===== src/rtl/npc_bus_pkg.sv =====
// Shared types and default widths for the NPC memory bus arbiter slice.
package npc_bus_pkg;

  localparam int unsigned ADDR_W_DEF  = 32;
  localparam int unsigned DATA_W_DEF  = 32;
  localparam int unsigned TIMEOUT_DEF = 255;

  typedef enum logic [1:0] {
    IDLE,
    ISSUE,
    WAIT
  } arb_state_e;

  typedef enum logic {
    REQ_IFU = 1'b0,
    REQ_LSU = 1'b1
  } req_id_e;

endpackage


===== src/rtl/mem_arbiter_if.sv =====
// Request/response bundle between IFU, LSU, the arbiter and the memory port.
interface mem_arbiter_if
  import npc_bus_pkg::*;
#(
  parameter int unsigned ADDR_W = ADDR_W_DEF,
  parameter int unsigned DATA_W = DATA_W_DEF
);

  logic                ifu_req_valid;
  logic                ifu_req_ready;
  logic [ADDR_W-1:0]   ifu_addr;
  logic                ifu_resp_valid;
  logic [DATA_W-1:0]   ifu_rdata;
  logic                ifu_resp_err;

  logic                lsu_req_valid;
  logic                lsu_req_ready;
  logic [ADDR_W-1:0]   lsu_addr;
  logic                lsu_wen;
  logic [DATA_W-1:0]   lsu_wdata;
  logic [DATA_W/8-1:0] lsu_wmask;
  logic                lsu_resp_valid;
  logic [DATA_W-1:0]   lsu_rdata;
  logic                lsu_resp_err;

  logic                mem_req_valid;
  logic                mem_req_ready;
  logic [ADDR_W-1:0]   mem_addr;
  logic                mem_wen;
  logic [DATA_W-1:0]   mem_wdata;
  logic [DATA_W/8-1:0] mem_wmask;
  logic                mem_resp_valid;
  logic [DATA_W-1:0]   mem_rdata;

  // Requesters and memory model side
  modport master (
    output ifu_req_valid, ifu_addr,
    input  ifu_req_ready, ifu_resp_valid, ifu_rdata, ifu_resp_err,
    output lsu_req_valid, lsu_addr, lsu_wen, lsu_wdata, lsu_wmask,
    input  lsu_req_ready, lsu_resp_valid, lsu_rdata, lsu_resp_err,
    input  mem_req_valid, mem_addr, mem_wen, mem_wdata, mem_wmask,
    output mem_req_ready, mem_resp_valid, mem_rdata
  );

  // Arbiter side
  modport slave (
    input  ifu_req_valid, ifu_addr,
    output ifu_req_ready, ifu_resp_valid, ifu_rdata, ifu_resp_err,
    input  lsu_req_valid, lsu_addr, lsu_wen, lsu_wdata, lsu_wmask,
    output lsu_req_ready, lsu_resp_valid, lsu_rdata, lsu_resp_err,
    output mem_req_valid, mem_addr, mem_wen, mem_wdata, mem_wmask,
    input  mem_req_ready, mem_resp_valid, mem_rdata
  );

endinterface


===== src/rtl/mem_arbiter_rr_arb2.sv =====
// Two-way round-robin picker: one-hot grant, bit 0 = IFU, bit 1 = LSU.
module rr_arb2
  import npc_bus_pkg::*;
(
  input  logic [1:0] req_i,
  input  req_id_e    last_i,
  output logic [1:0] gnt_o
);

  always_comb begin
    gnt_o = '0;
    unique case (req_i)
      2'b01:   gnt_o = 2'b01;
      2'b10:   gnt_o = 2'b10;
      2'b11:   gnt_o = (last_i == REQ_LSU) ? 2'b01 : 2'b10;
      default: gnt_o = '0;
    endcase
  end

endmodule


===== src/rtl/mem_arbiter.sv =====
// Shares one memory port between IFU and LSU: round-robin accept, registered
// issue, single routed response, watchdog error after TIMEOUT idle WAIT cycles.
module mem_arbiter
  import npc_bus_pkg::*;
#(
  parameter int unsigned ADDR_W  = ADDR_W_DEF,
  parameter int unsigned DATA_W  = DATA_W_DEF,
  parameter int unsigned TIMEOUT = TIMEOUT_DEF
) (
  input logic          clk,
  input logic          reset,
  mem_arbiter_if.slave bus
);

  localparam int unsigned    CNT_W   = $clog2(TIMEOUT + 1);
  localparam logic [CNT_W-1:0] CNT_MAX = CNT_W'(TIMEOUT);

  arb_state_e          state_q;
  req_id_e             owner_q;
  req_id_e             last_q;
  logic [CNT_W-1:0]    cnt_q;
  logic [CNT_W-1:0]    cnt_d;
  logic                mem_req_valid_q;
  logic [ADDR_W-1:0]   addr_q;
  logic                wen_q;
  logic [DATA_W-1:0]   wdata_q;
  logic [DATA_W/8-1:0] wmask_q;

  logic [1:0]          gnt;
  logic                in_idle;
  logic                accept;
  logic                resp_fire;
  logic                resp_err;
  logic [DATA_W-1:0]   resp_data;

  rr_arb2 u_rr (
    .req_i  ({bus.lsu_req_valid, bus.ifu_req_valid}),
    .last_i (last_q),
    .gnt_o  (gnt)
  );

  // Ready depends only on state, pointer and the two valids
  assign in_idle           = (state_q == IDLE);
  assign bus.ifu_req_ready = in_idle & gnt[0];
  assign bus.lsu_req_ready = in_idle & gnt[1];
  assign accept            = in_idle & (|gnt);

  assign cnt_d     = (cnt_q == CNT_MAX) ? cnt_q : cnt_q + CNT_W'(1);
  assign resp_fire = (state_q == WAIT) & (bus.mem_resp_valid | (cnt_q == CNT_MAX));
  assign resp_err  = ~bus.mem_resp_valid;
  assign resp_data = bus.mem_resp_valid ? bus.mem_rdata : '0;

  assign bus.mem_req_valid = mem_req_valid_q;
  assign bus.mem_addr      = addr_q;
  assign bus.mem_wen       = wen_q;
  assign bus.mem_wdata     = wdata_q;
  assign bus.mem_wmask     = wmask_q;

  always_comb begin
    bus.ifu_resp_valid = 1'b0;
    bus.ifu_rdata      = '0;
    bus.ifu_resp_err   = 1'b0;
    bus.lsu_resp_valid = 1'b0;
    bus.lsu_rdata      = '0;
    bus.lsu_resp_err   = 1'b0;
    if (resp_fire) begin
      if (owner_q == REQ_IFU) begin
        bus.ifu_resp_valid = 1'b1;
        bus.ifu_rdata      = resp_data;
        bus.ifu_resp_err   = resp_err;
      end else begin
        bus.lsu_resp_valid = 1'b1;
        bus.lsu_rdata      = resp_data;
        bus.lsu_resp_err   = resp_err;
      end
    end
  end

  always_ff @(posedge clk) begin
    if (reset) begin
      state_q         <= IDLE;
      owner_q         <= REQ_IFU;
      last_q          <= REQ_LSU;
      cnt_q           <= '0;
      mem_req_valid_q <= 1'b0;
      addr_q          <= '0;
      wen_q           <= 1'b0;
      wdata_q         <= '0;
      wmask_q         <= '0;
    end else begin
      unique case (state_q)
        IDLE: begin
          if (accept) begin
            state_q         <= ISSUE;
            mem_req_valid_q <= 1'b1;
            if (gnt[0]) begin
              owner_q <= REQ_IFU;
              last_q  <= REQ_IFU;
              addr_q  <= bus.ifu_addr;
              wen_q   <= 1'b0;
              wdata_q <= '0;
              wmask_q <= '0;
            end else begin
              owner_q <= REQ_LSU;
              last_q  <= REQ_LSU;
              addr_q  <= bus.lsu_addr;
              wen_q   <= bus.lsu_wen;
              wdata_q <= bus.lsu_wdata;
              wmask_q <= bus.lsu_wmask;
            end
          end
        end
        ISSUE: begin
          if (bus.mem_req_ready) begin
            state_q         <= WAIT;
            mem_req_valid_q <= 1'b0;
            cnt_q           <= '0;
          end
        end
        WAIT: begin
          if (resp_fire) begin
            state_q <= IDLE;
          end else begin
            cnt_q <= cnt_d;
          end
        end
        default: state_q <= IDLE;
      endcase
    end
  end

endmodule


===== src/flat_wrapper.sv =====
// flat-port wrapper written by rule: the top's interface ports become plain ports
module mem_arbiter_flat import npc_bus_pkg::*;
#(
  parameter int unsigned ADDR_W  = ADDR_W_DEF,
  parameter int unsigned DATA_W  = DATA_W_DEF,
  parameter int unsigned TIMEOUT = TIMEOUT_DEF
)
  (clk, reset, bus_ifu_req_valid, bus_ifu_addr, bus_ifu_req_ready, bus_ifu_resp_valid, bus_ifu_rdata, bus_ifu_resp_err, bus_lsu_req_valid, bus_lsu_addr, bus_lsu_wen, bus_lsu_wdata, bus_lsu_wmask, bus_lsu_req_ready, bus_lsu_resp_valid, bus_lsu_rdata, bus_lsu_resp_err, bus_mem_req_valid, bus_mem_addr, bus_mem_wen, bus_mem_wdata, bus_mem_wmask, bus_mem_req_ready, bus_mem_resp_valid, bus_mem_rdata);
  mem_arbiter_if #(.ADDR_W(ADDR_W), .DATA_W(DATA_W)) bus_i ();
  input logic clk;
  input logic reset;
  input wire logic [$bits(bus_i.ifu_req_valid)-1:0] bus_ifu_req_valid;
  input wire logic [$bits(bus_i.ifu_addr)-1:0] bus_ifu_addr;
  output wire logic [$bits(bus_i.ifu_req_ready)-1:0] bus_ifu_req_ready;
  output wire logic [$bits(bus_i.ifu_resp_valid)-1:0] bus_ifu_resp_valid;
  output wire logic [$bits(bus_i.ifu_rdata)-1:0] bus_ifu_rdata;
  output wire logic [$bits(bus_i.ifu_resp_err)-1:0] bus_ifu_resp_err;
  input wire logic [$bits(bus_i.lsu_req_valid)-1:0] bus_lsu_req_valid;
  input wire logic [$bits(bus_i.lsu_addr)-1:0] bus_lsu_addr;
  input wire logic [$bits(bus_i.lsu_wen)-1:0] bus_lsu_wen;
  input wire logic [$bits(bus_i.lsu_wdata)-1:0] bus_lsu_wdata;
  input wire logic [$bits(bus_i.lsu_wmask)-1:0] bus_lsu_wmask;
  output wire logic [$bits(bus_i.lsu_req_ready)-1:0] bus_lsu_req_ready;
  output wire logic [$bits(bus_i.lsu_resp_valid)-1:0] bus_lsu_resp_valid;
  output wire logic [$bits(bus_i.lsu_rdata)-1:0] bus_lsu_rdata;
  output wire logic [$bits(bus_i.lsu_resp_err)-1:0] bus_lsu_resp_err;
  output wire logic [$bits(bus_i.mem_req_valid)-1:0] bus_mem_req_valid;
  output wire logic [$bits(bus_i.mem_addr)-1:0] bus_mem_addr;
  output wire logic [$bits(bus_i.mem_wen)-1:0] bus_mem_wen;
  output wire logic [$bits(bus_i.mem_wdata)-1:0] bus_mem_wdata;
  output wire logic [$bits(bus_i.mem_wmask)-1:0] bus_mem_wmask;
  input wire logic [$bits(bus_i.mem_req_ready)-1:0] bus_mem_req_ready;
  input wire logic [$bits(bus_i.mem_resp_valid)-1:0] bus_mem_resp_valid;
  input wire logic [$bits(bus_i.mem_rdata)-1:0] bus_mem_rdata;
  assign bus_i.ifu_req_valid = bus_ifu_req_valid;
  assign bus_i.ifu_addr = bus_ifu_addr;
  assign bus_ifu_req_ready = bus_i.ifu_req_ready;
  assign bus_ifu_resp_valid = bus_i.ifu_resp_valid;
  assign bus_ifu_rdata = bus_i.ifu_rdata;
  assign bus_ifu_resp_err = bus_i.ifu_resp_err;
  assign bus_i.lsu_req_valid = bus_lsu_req_valid;
  assign bus_i.lsu_addr = bus_lsu_addr;
  assign bus_i.lsu_wen = bus_lsu_wen;
  assign bus_i.lsu_wdata = bus_lsu_wdata;
  assign bus_i.lsu_wmask = bus_lsu_wmask;
  assign bus_lsu_req_ready = bus_i.lsu_req_ready;
  assign bus_lsu_resp_valid = bus_i.lsu_resp_valid;
  assign bus_lsu_rdata = bus_i.lsu_rdata;
  assign bus_lsu_resp_err = bus_i.lsu_resp_err;
  assign bus_mem_req_valid = bus_i.mem_req_valid;
  assign bus_mem_addr = bus_i.mem_addr;
  assign bus_mem_wen = bus_i.mem_wen;
  assign bus_mem_wdata = bus_i.mem_wdata;
  assign bus_mem_wmask = bus_i.mem_wmask;
  assign bus_i.mem_req_ready = bus_mem_req_ready;
  assign bus_i.mem_resp_valid = bus_mem_resp_valid;
  assign bus_i.mem_rdata = bus_mem_rdata;
  mem_arbiter #(.ADDR_W(ADDR_W), .DATA_W(DATA_W), .TIMEOUT(TIMEOUT)) u_core (.clk(clk), .reset(reset), .bus(bus_i));
endmodule

===== config.mk =====
export PLATFORM = sky130hd
export DESIGN_NAME = mem_arbiter_flat
export DESIGN_NICKNAME = d
export VERILOG_FILES = /design/src/rtl/npc_bus_pkg.sv /design/src/rtl/mem_arbiter_if.sv /design/src/rtl/mem_arbiter_rr_arb2.sv /design/src/rtl/mem_arbiter.sv /design/src/flat_wrapper.sv
export SDC_FILE = /design/constraint.sdc
export NUM_CORES = 1
export LEC_CHECK = 0
export CAP_MARGIN = 10
export CORE_ASPECT_RATIO = 0.9
export CORE_MARGIN = 1
export CORE_UTILIZATION = 32
export DETAILED_ROUTE_END_ITERATION = 10
export GPL_TIMING_DRIVEN = 0
export PLACE_DENSITY = 0.76
export RECOVER_POWER = 25
export SYNTH_ARGS = -nofsm -noshare
export SYNTH_HDL_FRONTEND = slang
export SYNTH_SLANG_ARGS = --single-unit

===== constraint.sdc =====
create_clock -name clk -period 1.4 [get_ports clk]
set_input_delay 0.28 -clock clk [delete_from_list [all_inputs] [get_ports clk]]
set_output_delay 0.28 -clock clk [all_outputs]
set_load 0.1 [all_outputs]

==> impl_metrics.ini <==
[worst_hold_path]
hp-start = u_core.bus.mem_req_valid$_SDFFE_PP0P_
min_to = u_core.bus.mem_req_valid$_SDFFE_PP0P_
hold_class = reg -> reg
whs_path_depth = 2

[route]
drc = 0
drt-initial-drc-count = 143
vias = 4531
wl_um = 17400
met1Wirelength_um = 6630
drtAntennaViolNets = 0
met2WireLength_um = 9210
viasPerCell = 4.94
wl_met3_um = 1010
wl_per_cell_um = 18.9
dr.pass1.iters = 4
top_layer = met4

[worst_setup_path]
arrival_ps = 1560
crit_fanout = 10
r2r-end = u_core.cnt_q[7]$_SDFFE_PP0P_
critPathTopFamily = simple AND/OR/NAND/NOR gates
rr_worst_depth = 8
critPathLaunchType = flop
cpPeakStageDelay_ps = 340
crit-reg2reg-launch = u_core.state_q[1]$_SDFFE_PP0P_
endpoint_kind = output port
cp_slowest_cell = dfxtp_4
worstPathCellList = nor2b_4 -> and3_4 -> buf_8 -> and2_4 -> buf_12
worstPathRequired_ps = 1120
path_class = reg -> out
ff2ff_setup_slack_ps = -270
cp.buffers_inverters = 2

[yosys]
synth-edff-count = 0
syn_nets = 553
ys.flop_type = dfxtp_1
synth.avg_cell_area_um2 = 9.56
synthCells = 413
yosys_warnings = 0
synth-async-reset-ratio_pct = 0
ys_seq_area_share_pct = 41.6
netlist_area_um2 = 3950
ys_ff_latch = 82
synth_cell_types = 43

[power_and_ir_drop]
p_per_area_nw_per_um2 = 929
switching_share_pct = 39.5
switching_power_w = 0.00336
p_int_w = 0.00514
p_total_w = 0.00850
pwr-share-clk_pct = 26.1
p_leak_nw = 3.76
seq_power_share_pct = 30.9
ir_drop_mv = 0.614
power_frac_comb_pct = 43.1

[run_status]
violations = negative setup slack
outcome = complete, but fails checks

[sta]
slew_headroom_pct = 50.7
rsz0062_at_grt = yes
setup_viol = 152
maxSlewViolCount = 0
period_minus_slack_ps = 1840
worst_slew_pin_slew_ps = 739
finalCritPeriodShare_pct = 131
hold_ws_ps = 483
max_freq_ghz = 0.544
tns_ps = -41040
hold_viol = 0
fin_skew_ps = 9.90
setup_slack_ps = -438

[clocking]
cts_num_sinks = 82
clock_latency_ps = 330
ctsHoldBuffers = 0
path_clk_slew_ps = 60
numCtsBuffers = 9
cts-root-buf = clkbuf_16
cts-htree-levels = 3
cts_buffer_depth = 2
cts_tree = yes

[flow_run]
cap_violations = 0

[place]
placed_area_um2 = 7210
io_buffers = 278
place_inst = 851
gp_congestion = 0.855
hpwl_um = 11400

[layout]
stdcell_count = 918
seq_area_um2 = 1670
drive_above_1_share_pct = 56.6
num-nets-final = 893
postLayoutCellArea_um2 = 9160
diodes = 0
multi_input_area_um2 = 2700
n_fill_cell = 744
synthToLayoutAreaGrowth_pct = 132

[die]
ios = 279
core_um2 = 12000
die_x_um = 119
rows = 38
dieArea_um2 = 12800
fp.dieH_um = 107
floorplan.initialDensity_pct = 32.8

[global_route]
grt_max_degree = 15
grt_pass1_vias = 4644
grt_pass1_wl_um = 25700
grt_overflow = 0
track_usage_pct = 25.8
antenna_found_initial = 0
cells in the mapped netlist (all sizes together), types with 2 or more instances:
cell	count	area, µm²
a211o	2	17.5
a211oi	33	398
a21o	3	22.5
a21oi	3	15.0
a22oi	37	278
and2	65	407
and3	6	37.5
buf	19	135
clkbuf	13	55.1
dfxtp	82	1640
inv	3	11.3
mux2i	32	320
nand2	2	7.51
nand2b	2	17.5
nand3	5	25.0
nand4	2	12.5
nor2	77	294
nor3	2	10.0
nor3b	3	45.1
o21a	2	22.5
o21ai	6	41.3
o31ai	3	22.5
layout by cell type (no fill, tap or decap), types with 4 or more instances in the layout:
cell             synthesis  routed
dfxtp_4                  0       7
buf_16                   0       4
nor2_1                  75      65
buf_8                    0      12
dfxtp_1                 82      70
clkbuf_4                 0      60
mux2i_1                 32      27
buf_12                   0      78
buf_6                    3      30
nor2_4                   0       5
buf_4                    9      22
a211oi_2                30      33
and3_4                   0       4
clkdlybuf4s50_1          0     135
clkbuf_16                0      10
a22oi_2                  0      37
buf_2                    6      12
nor2_2                   2       7
dfxtp_2                  0       5
and2_4                   0      64
state kept, by name, indices dropped and copies added (netlist names):
register and flops:
u_core.state_q 2, u_core.bus.mem_wen 1, u_core.cnt_q 8, u_core.bus.mem_addr 32
u_core.bus.mem_wmask 4, u_core.last_q 1, u_core.owner_q 1, u_core.bus.mem_wdata 32
u_core.bus.mem_req_valid 1
cell type report:
| type | count | area share [%] |
|---|---|---|
| timing repair buffer | 332 | 43.1 |
| multi-input combinational | 296 | 29.5 |
| sequential | 82 | 18.3 |
| buffer | 29 | 3.66 |
| clock buffer | 11 | 2.65 |
| tap | 160 | 2.19 |
| clock inverter | 5 | 0.410 |
| inverter | 3 | 0.164 |
worst max path at each step:
stage | startpoint | endpoint | slack (ps) | cells after the start
6_report | u_core.state_q[1]$_SDFFE_PP0P_ | bus_lsu_rdata[27] | -440 | 5
2_1_floorplan | u_core.cnt_q[1]$_SDFFE_PP0P_ | bus_ifu_resp_valid | -200 | 5
3_3_place_gp | bus_mem_resp_valid | bus_ifu_rdata[6] | -1640 | 5
4_1_cts | u_core.state_q[1]$_SDFFE_PP0P_ | bus_ifu_rdata[7] | -470 | 5
5_1_grt | u_core.state_q[1]$_SDFFE_PP0P_ | bus_lsu_rdata[27] | -500 | 5
3_5_place_dp | bus_mem_resp_valid | bus_ifu_rdata[7] | -1650 | 5
per-stage QoR:
step	util [%]	setup slack, ps
4_1_cts	70.7	-466
3_3_place_gp	59.9	-1640
2_1_floorplan	-	-200
5_1_grt	76.1	-500
3_5_place_dp	59.9	-1650
6_report	76.1	-438
worst min-delay path, cell delays in order (launching register included):
cell     delay, ps
dfxtp_1        310
nand2_2         70
a21oi_2         50
power by group through the flow:
stage | Clock [W] | Sequential (W) | Combinational, W
floorplan | 0 | 0.00388 | 0.000861
global placement | 0 | 0.00267 | 0.00300
detailed placement | 0 | 0.00268 | 0.00303
CTS | 0.00226 | 0.00261 | 0.00335
global route | 0.00237 | 0.00264 | 0.00379
finish | 0.00222 | 0.00263 | 0.00366
cell families (layout without fill, tap and decap cells):
group / count (synthesis) / after routing / share of synthesized area, %
and+or+nand+nor: 169 / 169 / 22.6
AOI/OAI and AO/OA: 93 / 93 / 22.0
muxes: 32 / 32 / 8.11
buffers and inverters: 35 / 380 / 5.10
DFF: 82 / 82 / 41.6
adders and majority gates: 1 / 1 / 0.317
xor gates and xnor gates: 1 / 1 / 0.222
layer usage:
metal  vias up  track usage, %
met2       178            47.5
met4         0            10.5
met5         -               0
met3        33            5.61
met1      2172            28.7
li1       2148               -
repair_timing:
item | 4_1_cts | 5_1_grt
endpoints found under the setup margin | 219 | 194
setup buffers | 29 | 18
pin swaps | 23 | 74
gates resized for setup | 1076 | 152
cloned | 6 | 4
No activity file was read; power rests on OpenSTA's default activity.
